[src/rtl/dbus_packet_ctrl.sv]
// -----------------------------------------------------------------------------
// dbus_packet_ctrl
//   Packet sequencer that sits between the host command logic and the
//   byte-level dbus (TI link) engine.
//
//   Wire format: MID, CMD, LEN lo, LEN hi, [data[0..LEN-1], CK lo, CK hi].
//   The data section and checksum exist only when LEN != 0 and CMD is one of
//   06, 15, 36, 88, A2, C9. CK is the 16-bit sum of the data bytes only.
//
//   TX side: frames a host packet into byte requests to the engine.
//   RX side: parses engine bytes into header, payload and checksum. RX owns
//   the link while a packet is inbound (TX cannot start unless RX is idle).
//
// Ports
//   i_clock, i_reset_n          clock, asynchronous active-low reset
//   i_tx_start/mid/cmd/len      packet start pulse and header fields
//   i_tx_byte/_valid,
//   o_tx_byte_ready             payload stream (consumed on valid && ready)
//   o_tx_ready                  TX, RX and link all idle
//   o_tx_done                   pulse: last TX byte completed
//   o_rx_hdr_valid/mid/cmd/len  received header, pulse-qualified
//   o_rx_byte/_valid            received payload byte, one pulse per byte
//   o_rx_done, o_rx_cksum_ok    packet complete, checksum verdict
//   o_err                       pulse: timeout or collision abort
//   o_dbus_data/enable          byte request to the engine
//   o_dbus_read                 one-cycle acknowledge of an engine byte
//   i_dbus_data/busy/avail/
//   i_dbus_receiving            engine status and received byte
//   o_dbg_tx_state/rx_state     FSM state for debug/checkers
//
// Handshake: the host payload stream is valid/ready; a byte transfers on a
// cycle where i_tx_byte_valid && o_tx_byte_ready, and valid must be held
// with stable data until that cycle. Ready never depends on valid.
// -----------------------------------------------------------------------------
module dbus_packet_ctrl #(
  parameter int unsigned TIMEOUT_CYCLES = 1_000_000,
  parameter int unsigned TO_W           = 20
) (
  input  logic        i_clock,
  input  logic        i_reset_n,
  input  logic        i_tx_start,
  input  logic [7:0]  i_tx_mid,
  input  logic [7:0]  i_tx_cmd,
  input  logic [15:0] i_tx_len,
  input  logic [7:0]  i_tx_byte,
  input  logic        i_tx_byte_valid,
  output logic        o_tx_byte_ready,
  output logic        o_tx_ready,
  output logic        o_tx_done,
  output logic        o_rx_hdr_valid,
  output logic [7:0]  o_rx_mid,
  output logic [7:0]  o_rx_cmd,
  output logic [15:0] o_rx_len,
  output logic [7:0]  o_rx_byte,
  output logic        o_rx_byte_valid,
  output logic        o_rx_done,
  output logic        o_rx_cksum_ok,
  output logic        o_err,
  output logic [7:0]  o_dbus_data,
  output logic        o_dbus_enable,
  output logic        o_dbus_read,
  input  logic [7:0]  i_dbus_data,
  input  logic        i_dbus_busy,
  input  logic        i_dbus_avail,
  input  logic        i_dbus_receiving,
  output logic [1:0]  o_dbg_tx_state,
  output logic [1:0]  o_dbg_rx_state
);

  localparam logic [1:0] T_IDLE  = 2'd0;
  localparam logic [1:0] T_LOAD  = 2'd1;
  localparam logic [1:0] T_DRIVE = 2'd2;
  localparam logic [1:0] T_BUSY  = 2'd3;

  localparam logic [1:0] R_IDLE  = 2'd0;
  localparam logic [1:0] R_HDR   = 2'd1;
  localparam logic [1:0] R_DATA  = 2'd2;
  localparam logic [1:0] R_CK    = 2'd3;

  // TX packet section; the byte counter restarts in each section so that a
  // 65535-byte payload never needs a counter wider than 16 bits.
  localparam logic [1:0] SEC_HDR  = 2'd0;
  localparam logic [1:0] SEC_DATA = 2'd1;
  localparam logic [1:0] SEC_CK   = 2'd2;

  localparam logic [TO_W-1:0] TO_LAST = TO_W'(TIMEOUT_CYCLES - 1);

  function automatic logic has_data(input logic [7:0] cmd, input logic [15:0] len);
    logic cmd_hit;
    cmd_hit = (cmd == 8'h06) || (cmd == 8'h15) || (cmd == 8'h36) ||
              (cmd == 8'h88) || (cmd == 8'hA2) || (cmd == 8'hC9);
    return cmd_hit && (len != 16'd0);
  endfunction

  // ---------------------------------------------------------------- TX state
  logic [1:0]      tx_state_q, tx_state_d;
  logic [1:0]      tx_sec_q,   tx_sec_d;
  logic [15:0]     tx_cnt_q,   tx_cnt_d;
  logic [7:0]      tx_mid_q,   tx_mid_d;
  logic [7:0]      tx_cmd_q,   tx_cmd_d;
  logic [15:0]     tx_len_q,   tx_len_d;
  logic [7:0]      tx_data_q,  tx_data_d;
  logic [15:0]     tx_ck_q,    tx_ck_d;
  logic [TO_W-1:0] tx_to_q,    tx_to_d;
  logic            tx_done_q,  tx_done_d;

  // ---------------------------------------------------------------- RX state
  logic [1:0]      rx_state_q, rx_state_d;
  logic [15:0]     rx_cnt_q,   rx_cnt_d;
  logic [7:0]      rx_mid_q,   rx_mid_d;
  logic [7:0]      rx_cmd_q,   rx_cmd_d;
  logic [15:0]     rx_len_q,   rx_len_d;
  logic [7:0]      rx_byte_q,  rx_byte_d;
  logic [15:0]     rx_ck_q,    rx_ck_d;
  logic [7:0]      rx_cklo_q,  rx_cklo_d;
  logic [TO_W-1:0] rx_to_q,    rx_to_d;
  logic            rd_pend_q,  rd_pend_d;
  logic            rd_ack_q,   rd_ack_d;
  logic            hdr_vld_q,  hdr_vld_d;
  logic            byte_vld_q, byte_vld_d;
  logic            rx_done_q,  rx_done_d;
  logic            ck_ok_q,    ck_ok_d;
  logic            err_q,      err_d;

  logic tx_ready;
  logic tx_abort;
  logic tx_byte_ready;
  logic dbus_enable;
  logic collide;
  logic tx_to_hit;
  logic rx_abort;
  logic rx_take;
  logic rx_to_hit;

  assign tx_ready = (tx_state_q == T_IDLE) && (rx_state_q == R_IDLE) &&
                    !i_dbus_busy && !i_dbus_avail && !i_dbus_receiving;
  // Any inbound activity while we own the wire means the other end talked
  // over us; RX picks that byte up as a new MID.
  assign collide   = i_dbus_receiving || i_dbus_avail;
  assign tx_to_hit = (tx_state_q != T_IDLE) && (tx_to_q == TO_LAST);

  // ---------------------------------------------------------------- TX FSM
  always_comb begin
    tx_state_d    = tx_state_q;
    tx_sec_d      = tx_sec_q;
    tx_cnt_d      = tx_cnt_q;
    tx_mid_d      = tx_mid_q;
    tx_cmd_d      = tx_cmd_q;
    tx_len_d      = tx_len_q;
    tx_data_d     = tx_data_q;
    tx_ck_d       = tx_ck_q;
    tx_done_d     = 1'b0;
    tx_abort      = 1'b0;
    tx_byte_ready = 1'b0;
    dbus_enable   = 1'b0;

    case (tx_state_q)
      T_IDLE: begin
        // tx_ready already excludes an RX start (avail high), so a start that
        // coincides with inbound traffic is simply dropped.
        if (i_tx_start && tx_ready) begin
          tx_mid_d   = i_tx_mid;
          tx_cmd_d   = i_tx_cmd;
          tx_len_d   = i_tx_len;
          tx_sec_d   = SEC_HDR;
          tx_cnt_d   = 16'd0;
          tx_ck_d    = 16'd0;
          tx_state_d = T_LOAD;
        end
      end

      T_LOAD: begin
        case (tx_sec_q)
          SEC_HDR: begin
            case (tx_cnt_q[1:0])
              2'd0:    tx_data_d = tx_mid_q;
              2'd1:    tx_data_d = tx_cmd_q;
              2'd2:    tx_data_d = tx_len_q[7:0];
              default: tx_data_d = tx_len_q[15:8];
            endcase
            tx_state_d = T_DRIVE;
          end
          SEC_DATA: begin
            tx_byte_ready = 1'b1;
            if (i_tx_byte_valid) begin
              tx_data_d  = i_tx_byte;
              tx_ck_d    = tx_ck_q + {8'd0, i_tx_byte};
              tx_state_d = T_DRIVE;
            end
          end
          default: begin
            tx_data_d  = tx_cnt_q[0] ? tx_ck_q[15:8] : tx_ck_q[7:0];
            tx_state_d = T_DRIVE;
          end
        endcase
      end

      T_DRIVE: begin
        // Request drops combinationally as soon as the engine reports busy.
        dbus_enable = !i_dbus_busy && !collide;
        if (collide) begin
          tx_abort   = 1'b1;
          tx_state_d = T_IDLE;
        end else if (i_dbus_busy) begin
          tx_state_d = T_BUSY;
        end
      end

      T_BUSY: begin
        if (collide) begin
          tx_abort   = 1'b1;
          tx_state_d = T_IDLE;
        end else if (!i_dbus_busy) begin
          tx_state_d = T_LOAD;
          case (tx_sec_q)
            SEC_HDR: begin
              if (tx_cnt_q == 16'd3) begin
                if (has_data(tx_cmd_q, tx_len_q)) begin
                  tx_sec_d = SEC_DATA;
                  tx_cnt_d = 16'd0;
                end else begin
                  tx_done_d  = 1'b1;
                  tx_state_d = T_IDLE;
                end
              end else begin
                tx_cnt_d = tx_cnt_q + 16'd1;
              end
            end
            SEC_DATA: begin
              if (tx_cnt_q == tx_len_q - 16'd1) begin
                tx_sec_d = SEC_CK;
                tx_cnt_d = 16'd0;
              end else begin
                tx_cnt_d = tx_cnt_q + 16'd1;
              end
            end
            default: begin
              if (tx_cnt_q[0]) begin
                tx_done_d  = 1'b1;
                tx_state_d = T_IDLE;
              end else begin
                tx_cnt_d = 16'd1;
              end
            end
          endcase
        end
      end

      default: tx_state_d = T_IDLE;
    endcase

    // Timeout overrides everything: no byte is consumed or requested.
    if (tx_to_hit) begin
      tx_state_d    = T_IDLE;
      tx_abort      = 1'b1;
      tx_done_d     = 1'b0;
      tx_byte_ready = 1'b0;
      dbus_enable   = 1'b0;
    end

    if ((tx_state_q == T_IDLE) || (tx_state_d != tx_state_q)) begin
      tx_to_d = '0;
    end else begin
      tx_to_d = tx_to_q + 1'b1;
    end
  end

  // ---------------------------------------------------------------- RX FSM
  // The engine may keep avail high for a couple of cycles after our read
  // pulse; rd_pend blocks a second capture until avail has fallen.
  assign rx_take   = i_dbus_avail && !rd_pend_q;
  assign rx_to_hit = (rx_state_q != R_IDLE) && (rx_to_q == TO_LAST) && !rx_take;

  always_comb begin
    rx_state_d = rx_state_q;
    rx_cnt_d   = rx_cnt_q;
    rx_mid_d   = rx_mid_q;
    rx_cmd_d   = rx_cmd_q;
    rx_len_d   = rx_len_q;
    rx_byte_d  = rx_byte_q;
    rx_ck_d    = rx_ck_q;
    rx_cklo_d  = rx_cklo_q;
    hdr_vld_d  = 1'b0;
    byte_vld_d = 1'b0;
    rx_done_d  = 1'b0;
    ck_ok_d    = 1'b0;
    rx_abort   = 1'b0;
    rd_ack_d   = rx_take;

    if (rx_take) begin
      rd_pend_d = 1'b1;
    end else if (!i_dbus_avail) begin
      rd_pend_d = 1'b0;
    end else begin
      rd_pend_d = rd_pend_q;
    end

    case (rx_state_q)
      R_IDLE: begin
        if (rx_take) begin
          rx_mid_d   = i_dbus_data;
          rx_cnt_d   = 16'd1;
          rx_state_d = R_HDR;
        end
      end

      R_HDR: begin
        if (rx_take) begin
          case (rx_cnt_q[1:0])
            2'd1: begin
              rx_cmd_d = i_dbus_data;
              rx_cnt_d = 16'd2;
            end
            2'd2: begin
              rx_len_d[7:0] = i_dbus_data;
              rx_cnt_d      = 16'd3;
            end
            default: begin
              rx_len_d[15:8] = i_dbus_data;
              hdr_vld_d      = 1'b1;
              rx_cnt_d       = 16'd0;
              if (has_data(rx_cmd_q, {i_dbus_data, rx_len_q[7:0]})) begin
                rx_ck_d    = 16'd0;
                rx_state_d = R_DATA;
              end else begin
                // Header-only packet completes with the header pulse.
                rx_done_d  = 1'b1;
                ck_ok_d    = 1'b1;
                rx_state_d = R_IDLE;
              end
            end
          endcase
        end
      end

      R_DATA: begin
        if (rx_take) begin
          rx_byte_d  = i_dbus_data;
          byte_vld_d = 1'b1;
          rx_ck_d    = rx_ck_q + {8'd0, i_dbus_data};
          if (rx_cnt_q == rx_len_q - 16'd1) begin
            rx_cnt_d   = 16'd0;
            rx_state_d = R_CK;
          end else begin
            rx_cnt_d = rx_cnt_q + 16'd1;
          end
        end
      end

      R_CK: begin
        if (rx_take) begin
          if (rx_cnt_q == 16'd0) begin
            rx_cklo_d = i_dbus_data;
            rx_cnt_d  = 16'd1;
          end else begin
            rx_done_d  = 1'b1;
            ck_ok_d    = ({i_dbus_data, rx_cklo_q} == rx_ck_q);
            rx_cnt_d   = 16'd0;
            rx_state_d = R_IDLE;
          end
        end
      end

      default: rx_state_d = R_IDLE;
    endcase

    if (rx_to_hit) begin
      rx_state_d = R_IDLE;
      rx_cnt_d   = 16'd0;
      rx_abort   = 1'b1;
    end

    // State only changes on a captured byte or a timeout, so clearing on
    // either covers "clear on every state change or byte".
    if (rx_take || rx_to_hit || (rx_state_q == R_IDLE)) begin
      rx_to_d = '0;
    end else begin
      rx_to_d = rx_to_q + 1'b1;
    end

    err_d = tx_abort || rx_abort;
  end

  // ---------------------------------------------------------------- flops
  always_ff @(posedge i_clock or negedge i_reset_n) begin
    if (!i_reset_n) begin
      tx_state_q <= T_IDLE;
      tx_sec_q   <= SEC_HDR;
      tx_cnt_q   <= 16'd0;
      tx_mid_q   <= 8'd0;
      tx_cmd_q   <= 8'd0;
      tx_len_q   <= 16'd0;
      tx_data_q  <= 8'd0;
      tx_ck_q    <= 16'd0;
      tx_to_q    <= '0;
      tx_done_q  <= 1'b0;
      rx_state_q <= R_IDLE;
      rx_cnt_q   <= 16'd0;
      rx_mid_q   <= 8'd0;
      rx_cmd_q   <= 8'd0;
      rx_len_q   <= 16'd0;
      rx_byte_q  <= 8'd0;
      rx_ck_q    <= 16'd0;
      rx_cklo_q  <= 8'd0;
      rx_to_q    <= '0;
      rd_pend_q  <= 1'b0;
      rd_ack_q   <= 1'b0;
      hdr_vld_q  <= 1'b0;
      byte_vld_q <= 1'b0;
      rx_done_q  <= 1'b0;
      ck_ok_q    <= 1'b0;
      err_q      <= 1'b0;
    end else begin
      tx_state_q <= tx_state_d;
      tx_sec_q   <= tx_sec_d;
      tx_cnt_q   <= tx_cnt_d;
      tx_mid_q   <= tx_mid_d;
      tx_cmd_q   <= tx_cmd_d;
      tx_len_q   <= tx_len_d;
      tx_data_q  <= tx_data_d;
      tx_ck_q    <= tx_ck_d;
      tx_to_q    <= tx_to_d;
      tx_done_q  <= tx_done_d;
      rx_state_q <= rx_state_d;
      rx_cnt_q   <= rx_cnt_d;
      rx_mid_q   <= rx_mid_d;
      rx_cmd_q   <= rx_cmd_d;
      rx_len_q   <= rx_len_d;
      rx_byte_q  <= rx_byte_d;
      rx_ck_q    <= rx_ck_d;
      rx_cklo_q  <= rx_cklo_d;
      rx_to_q    <= rx_to_d;
      rd_pend_q  <= rd_pend_d;
      rd_ack_q   <= rd_ack_d;
      hdr_vld_q  <= hdr_vld_d;
      byte_vld_q <= byte_vld_d;
      rx_done_q  <= rx_done_d;
      ck_ok_q    <= ck_ok_d;
      err_q      <= err_d;
    end
  end

  // ---------------------------------------------------------------- outputs
  assign o_tx_byte_ready = tx_byte_ready;
  assign o_tx_ready      = tx_ready;
  assign o_tx_done       = tx_done_q;
  assign o_rx_hdr_valid  = hdr_vld_q;
  assign o_rx_mid        = rx_mid_q;
  assign o_rx_cmd        = rx_cmd_q;
  assign o_rx_len        = rx_len_q;
  assign o_rx_byte       = rx_byte_q;
  assign o_rx_byte_valid = byte_vld_q;
  assign o_rx_done       = rx_done_q;
  assign o_rx_cksum_ok   = ck_ok_q;
  assign o_err           = err_q;
  assign o_dbus_data     = tx_data_q;
  assign o_dbus_enable   = dbus_enable;
  assign o_dbus_read     = rd_ack_q;
  assign o_dbg_tx_state  = tx_state_q;
  assign o_dbg_rx_state  = rx_state_q;

endmodule

[config.mk]
export PLATFORM = sky130hd
export DESIGN_NAME = dbus_packet_ctrl
export DESIGN_NICKNAME = d
export VERILOG_FILES = /design/src/rtl/dbus_packet_ctrl.sv
export SDC_FILE = /design/constraint.sdc
export NUM_CORES = 1
export LEC_CHECK = 0
export ABC_AREA = 1
export CORE_MARGIN = 5
export CORE_UTILIZATION = 50
export DETAILED_ROUTE_END_ITERATION = 10
export GPL_TIMING_DRIVEN = 0
export PLACE_DENSITY = 0.71
export SKIP_LAST_GASP = 1
export SLEW_MARGIN = 5
export SYNTH_ARGS = -nofsm -noshare
export SYNTH_HDL_FRONTEND = slang
export SYNTH_SLANG_ARGS = --single-unit
[constraint.sdc]
create_clock -name i_clock -period 2.67 [get_ports i_clock]
set_input_delay 0.534 -clock i_clock [delete_from_list [all_inputs] [get_ports i_clock]]
set_output_delay 0.534 -clock i_clock [all_outputs]
set_load 0.02 [all_outputs]
==> metrics.yaml, run 1 <==
status: "finished, final reports clean"
ys_types: 53
cp-startpoint: "i_dbus_avail"
die_area_sq_um: 28300
route.detailed.drc: 0
layout-drive-gt1-share_pct: 9.12
syn_inst: 1646
routed_wl_mm: 33.6
slew-limit-headroom_pct: 48.0
finalSetupViolCount: 0
fin_ws_ps: 98.3
synth_ff_type: "dfrtp_1"
maxSlewViolCount: 0
n_fill_cell: 2233
hpwl_mm: 25.1
holdWs_ps: 25.5
async_flop_share_pct: 100
ioPinCount: 117
via_count: 11417
yosysSeqAreaShare_pct: 41.1
syn_area_per_cell_sq_um: 7.61
start_util_pct: 50.2
grt_usage_pct: 23.2
postRouteAntennaNets: 0
cellLeakagePower_nw: 6.86
period_needed_ps: 2570
place_area_sq_um: 14100
grt_antenna_before_repair: 0
grt_pass1_vias: 10806
wl_per_cell_microns: 15.7
cts_sinks: 206
cts_htree_levels: 1
path_clk_slew_ps: 60
pwr-share-seq_pct: 36.4
clk_latency_ps: 540
arrival_ps: 2040
portBuffers: 116
worst_clock_skew_ps: 11.4
pwr-share-comb_pct: 38.6
synthToLayoutAreaGrowth_pct: 19.6
synth_xor_area_share_pct: 6.01
critPathLaunchType: "input pin"
r2r-end: "o_dbus_data[0]"
row_count: 58
clock_power_share_pct: 25.0
synth-seq-cells: 206
utilization_pct: 60.0
yosys_warnings: 0
coreArea_sq_um: 25000
gr-total-overflow: 0
critPathCaptureType: "primary output"
synth_top_area_cell: "dfrtp_1"
dieHeight_microns: 168
ff2ff_setup_slack_ps: 280
nets: 1876
synth_top_area_share_pct: 41.1
synth-edff-count: 0
die_w_microns: 168
tightest_slew_ps: 781
syn_nets: 1732
rr_worst_depth: 8
dpl_worst_slack_ps: -280
vdd_drop_max_uv: 703
intPower_mw: 8.23
critPathMaxFanout: 4
sw_frac_of_total_pct: 40.6
synth_area_leaders: "dfrtp_1, nand2_1, inv_1"
drt_first_pass_iters: 5
cts_made_buffers: 25
maxCapViolCount: 0
gp_congestion: 0.924
cts_buffer_depth: 3
drtIter0Drc: 957
yosys.area_share.adder_pct: 3.21
cts_root_buf: "clkbuf_16"
grt_pass1_wl_mm: 55.0
netlist_area_sq_um: 12500
synth_mux_area_share_pct: 0
via_per_inst: 5.34
switchingPower_mw: 5.63
cts_tree: "built"
r2r-start: "tx_cnt_q[0]"
critPathKind: "in2out"
synthSimpleGateAreaFrac_pct: 28.8
grt_max_degree: 106
hold_buffers: 0
hold_class: "in2async"
synth_top_family_by_area: "simple AND/OR/NAND/NOR gates"
power.density_nw_per_um2: 925
fin_crit_sh_pct: 96.3
stdcell_area_sq_um: 15000
endpoint: "o_tx_ready"
critPathRequiredTime_ps: 2140
antennaDiodeCount: 0
clock.fmax_ghz: 0.389
rsz0062_at_grt: "no"
power_mw: 13.9
finalHoldViolCount: 0
synth_compound_area_share_pct: 12.7
## cells in the final DEF (no fill, tap or decap), drive strengths merged, types with 7 or more instances in the layout
cell / n
o22ai: 12
xor2: 71
nor3: 40
nor2: 192
ha: 29
clkbuf: 46
clkdlybuf4s50: 112
nand3b: 7
nand2: 402
clkinv: 8
dfrtp: 206
o21ai: 148
nand4: 35
xnor2: 15
o211ai: 13
a21oi: 69
nor3b: 7
o221ai: 7
inv: 218
a32oi: 8
nand3: 86
buf: 24
nor4: 14
## worst min path at each step
stage,start,endpoint,slack (ps),cells after the start
after floorplan,i_reset_n,o_dbg_rx_state[0],240,0
after global placement,rx_to_q[0],rx_to_q[0],460,1
after global routing,i_reset_n,rx_cnt_q[11],100,1
after detailed placement,rx_to_q[0],rx_to_q[0],460,1
final,i_reset_n,rx_cnt_q[11],30,1
after CTS,i_reset_n,rx_cnt_q[12],60,1
## state kept, by name, indices dropped and copies added (netlist names), 16 cells and up
register and count:
tx_len_q 16, rx_ck_q 16, rx_cnt_q 16, o_rx_len 16, tx_ck_q 16, rx_to_q 20
tx_cnt_q 16, tx_to_q 20
## cell type report
class                   instances  area [sq um]  share of cell area (%)
repair buffers                117          1190                    7.92
inverters                     216           813                    5.43
plain buffers                  37           209                    1.39
well taps                     330           413                    2.76
clock buffers                  30           664                    4.43
flip-flops and latches        206          5160                    34.4
clock inverters                16           180                    1.20
multi-input cells            1187          6360                    42.5
## critical path, stage by stage
cell and delay, ps:
clkdlybuf4s50_1 570, nor2_4 210, inv_2 60, nor2_4 90
inv_2 70, nor3_4 140, dlygate4sd2_1 360
## what timing repair did
item                       in CTS  in global routing
resized for setup               3                  5
setup buffers                   0                  0
pin swaps                       0                  0
setup endpoints to repair       3                 14
## layer usage
metal	vias to the layer above	GRT usage, %	wire, microns
li1	5665	-	-
met2	342	38.5	15500
met5	-	0	0
met4	0	6.28	920
met1	5345	32.4	15400
met3	65	2.86	1740
## synth_stat cells, types with 3 or more instances
| cell | instances |
|---|---|
| buf_6 | 5 |
| o211ai_1 | 13 |
| o31ai_1 | 3 |
| xnor2_1 | 15 |
| ha_1 | 29 |
| o21a_1 | 6 |
| a32oi_1 | 8 |
| buf_2 | 11 |
| a31oi_1 | 4 |
| o221ai_1 | 7 |
| nor4_1 | 12 |
| nor2_2 | 42 |
| o21ai_1 | 22 |
| inv_2 | 9 |
| nand4_1 | 35 |
| buf_4 | 5 |
| nor2_4 | 6 |
| xor2_1 | 71 |
| or2_2 | 4 |
| a21oi_1 | 68 |
| clkbuf_1 | 15 |
| nand2_2 | 9 |
| nand2_4 | 3 |
| o21ai_0 | 124 |
| nor2_1 | 144 |
| nand3b_1 | 7 |
| nor3_2 | 8 |
| o22ai_1 | 12 |
| inv_1 | 204 |
| nand3_2 | 5 |
| nor3_1 | 31 |
| a21o_1 | 3 |
| nor3b_1 | 5 |
| nand3_1 | 81 |
| nand2_1 | 390 |
| dfrtp_1 | 206 |
## cell families after synthesis
| kind of cell | count (synthesis) |
|---|---|
| fa+ha+maj | 31 |
| flops | 206 |
| simple gates | 790 |
| compound gates | 280 |
| xor+xnor | 86 |
| buf+inv | 253 |
## through the flow
step                cells  setup TNS (ps)
floorplan            1646               0
global placement     2092        -1599130
CTS                  2139           -38.1
global route         2139               0
detailed placement   2093           -6970
finish               2139               0
## power by group through the flow
| stage | logic, mW | clock network, mW | registers, mW |
|---|---|---|---|
| 5_1_grt | 5.94 | 3.67 | 5.18 |
| 6_report | 5.34 | 3.46 | 5.05 |
| 2_1_floorplan | 3.15 | 0 | 5.24 |
| 3_3_place_gp | 5.19 | 0 | 5.05 |
| 3_5_place_dp | 5.31 | 0 | 5.06 |
| 4_1_cts | 5.34 | 3.55 | 5.03 |
(Power assumes the default switching activity.)
==> run 2, diff against run 1 <==
- REMOVE_ABC_BUFFERS: default -> 1
==> metrics.yaml, run 2 (synthesis results as in run 1) <==
die_w_microns: 168  # unchanged
power_mw: 13.6  # was 13.9 mW
dieHeight_microns: 168  # unchanged
grtUsageMet1_pct: 31.8  # was 32.4%
fin_crit_sh_pct: 97.1  # was 96.3%
cellLeakagePower_nw: 6.76  # was 6.86 nW
layout-drive-gt1-share_pct: 8.94  # was 9.12%
critPathCaptureType: "primary output"  # unchanged
drtIter0Drc: 809  # was 957
utilization_pct: 59.7  # was 60.0%
gp_congestion: 0.883  # was 0.924
coreArea_sq_um: 25000  # unchanged
cts_sinks: 206  # unchanged
hpwl_mm: 23.5  # was 25.1 mm
start_util_pct: 50.2  # unchanged
ff2ff_setup_slack_ps: 240  # was 280 ps
routed_wl_mm: 32.5  # was 33.6 mm
vdd_drop_max_uv: 900  # was 703 uV
via_count: 11171  # was 11417
die_area_sq_um: 28300  # unchanged
period_needed_ps: 2590  # was 2570 ps
hold_class: "reg2reg"  # was in2async
r2r-start: "tx_cnt_q[1]"  # was tx_cnt_q[0]
cpPeakStageDelay_ps: 450  # was 570 ps
grt_usage_pct: 22.4  # was 23.2%
met2_usage_pct: 35.8  # was 38.5%
via_per_inst: 5.30  # was 5.34
maxSlewViolCount: 0  # unchanged
grt_antenna_before_repair: 0  # unchanged
worst_clock_skew_ps: 15.1  # was 11.4 ps
worstPathCellList: "nor2_1 -> nand4_1 -> nor4_4 -> nand2_2 -> nand2_2 -> nor2_4 -> buf_4"  # was clkdlybuf4s50_1 -> nor2_4 -> inv_2 -> nor2_4 -> inv_2 -> nor3_4 -> dlygate4sd2_1
cts_buffer_depth: 3  # unchanged
nets: 1846  # was 1876
critPathLaunchType: "flop"  # was input pin
dpl_worst_slack_ps: -776  # was -280 ps
critPathMaxFanout: 6  # was 4
gr-total-overflow: 0  # unchanged
drt_first_pass_iters: 5  # unchanged
clk_latency_ps: 530  # was 540 ps
fin_ws_ps: 77.4  # was 98.3 ps
postRouteAntennaNets: 0  # unchanged
grt_max_degree: 84  # was 106
power.density_nw_per_um2: 912  # was 925 nW/um^2
top_regs: "rx_to_q (20), tx_to_q (20)"  # unchanged
path_clk_slew_ps: 60  # about the same
layout_commonest_cell: "nand2_1"  # unchanged
r2r-end: "tx_to_q[10]"  # was o_dbus_data[0]
finalSetupViolCount: 0  # unchanged
ff_latch_area_sq_um: 5160  # about the same
antennaDiodeCount: 0  # unchanged
arrival_ps: 2060  # was 2040 ps
cts_root_buf: "clkbuf_16"  # unchanged
n_fill_cell: 2303  # was 2233
critPathRequiredTime_ps: 2140  # about the same
synthToLayoutAreaGrowth_pct: 19.0  # was 19.6%
final_cell_mix: "nand2_1, inv_1, dfrtp_1, nor2_1, o21ai_0"  # unchanged
route.detailed.drc: 0  # unchanged
crit_top_cell: "nand2_2"
grt_pass1_vias: 10686  # was 10806
status: "finished, final reports clean"  # unchanged
maxCapViolCount: 0  # unchanged
grt_util_met3_pct: 3.45  # was 2.86%
row_count: 58  # unchanged
cts_htree_levels: 1  # unchanged
multi_input_area_sq_um: 6470  # was 6360 sq um
hold_path_end: "rx_to_q[0]"
slew-limit-headroom_pct: 30.5  # was 48.0%
tightest_slew_ps: 1040  # was 781 ps
cts_made_buffers: 25  # unchanged
whs_path_depth: 1
cts_tree: "built"  # unchanged
portBuffers: 116  # unchanged
wl_per_cell_microns: 15.4  # was 15.7 microns
rr_worst_depth: 13  # was 8
grt_pass1_wl_mm: 53.4  # was 55.0 mm
critPathKind: "reg2out"  # was in2out
globalRoute.busiestLayer: "met2"  # unchanged
clock.fmax_ghz: 0.386  # was 0.389 GHz
finalHoldViolCount: 0  # unchanged
cp_slowest_cell: "dfrtp_1"  # was clkdlybuf4s50_1
ioPinCount: 117  # unchanged
min_from: "rx_to_q[0]"
run 2: worst max-delay path, delay by kind of cell (launching register included):
kind          cells  cell delay (ps)
flops             1              450
buf+inv           1              150
simple gates      6              920
run 2: layout make-up:
class                           count  share of cell area [%]
Inverter                          216                    5.48
Sequential cell                   206                    34.6
Multi-Input combinational cell   1188                    43.4
Clock buffer                       40                    5.04
Timing Repair Buffer              123                    8.42
Clock inverter                      5                   0.285
Tap cell                          330                    2.77
run 2: how the worst max path moves through the flow:
stage                    end  slack [ps]  cells past startpoint    startpoint
2_1_floorplan     tx_to_q[0]         240                      8   tx_sec_q[1]
4_1_cts           o_tx_ready          -6                      7  i_dbus_avail
5_1_grt          tx_to_q[10]         -20                     15  i_dbus_avail
3_3_place_gp     tx_to_q[19]       -7900                      1     i_reset_n
6_report       o_dbus_enable          80                      7    tx_to_q[8]
3_5_place_dp      tx_to_q[2]        -780                     14  i_dbus_avail
run 2: what timing repair did:
item,CTS,global route
hold buffers,1,0
pin swaps,0,3
setup endpoints to repair,68,58
hold endpoints to repair,45,0
gates resized for setup,20,19
setup buffers,0,4
cloned,0,1
run 2: report_power, final:
part	leakage [nW]	switching, mW	internal (mW)
combinational	3.77	3.15	2.15
clock	0.390	1.34	1.93
sequential	2.60	0.988	4.05
run 2: metal layers:
metal	routed length (microns)	share of wire [%]
met1	15200	47
met2	14800	46
met3	1530	4.7
met4	912	2.8
met5	0	0
run 2: per-stage QoR:
stage | TNS, ps | hold WS (ps) | instances | cell area [sq um]
final | 0 | 470 | 2108 | 14900
after global routing | -22.1 | 491 | 2108 | 14900
after CTS | -5.88 | 475 | 2103 | 14800
after detailed placement | -56370 | 458 | 2057 | 14000
after global placement | -1676010 | 449 | 2055 | 13900
after floorplan | 0 | 238 | 1609 | 12300
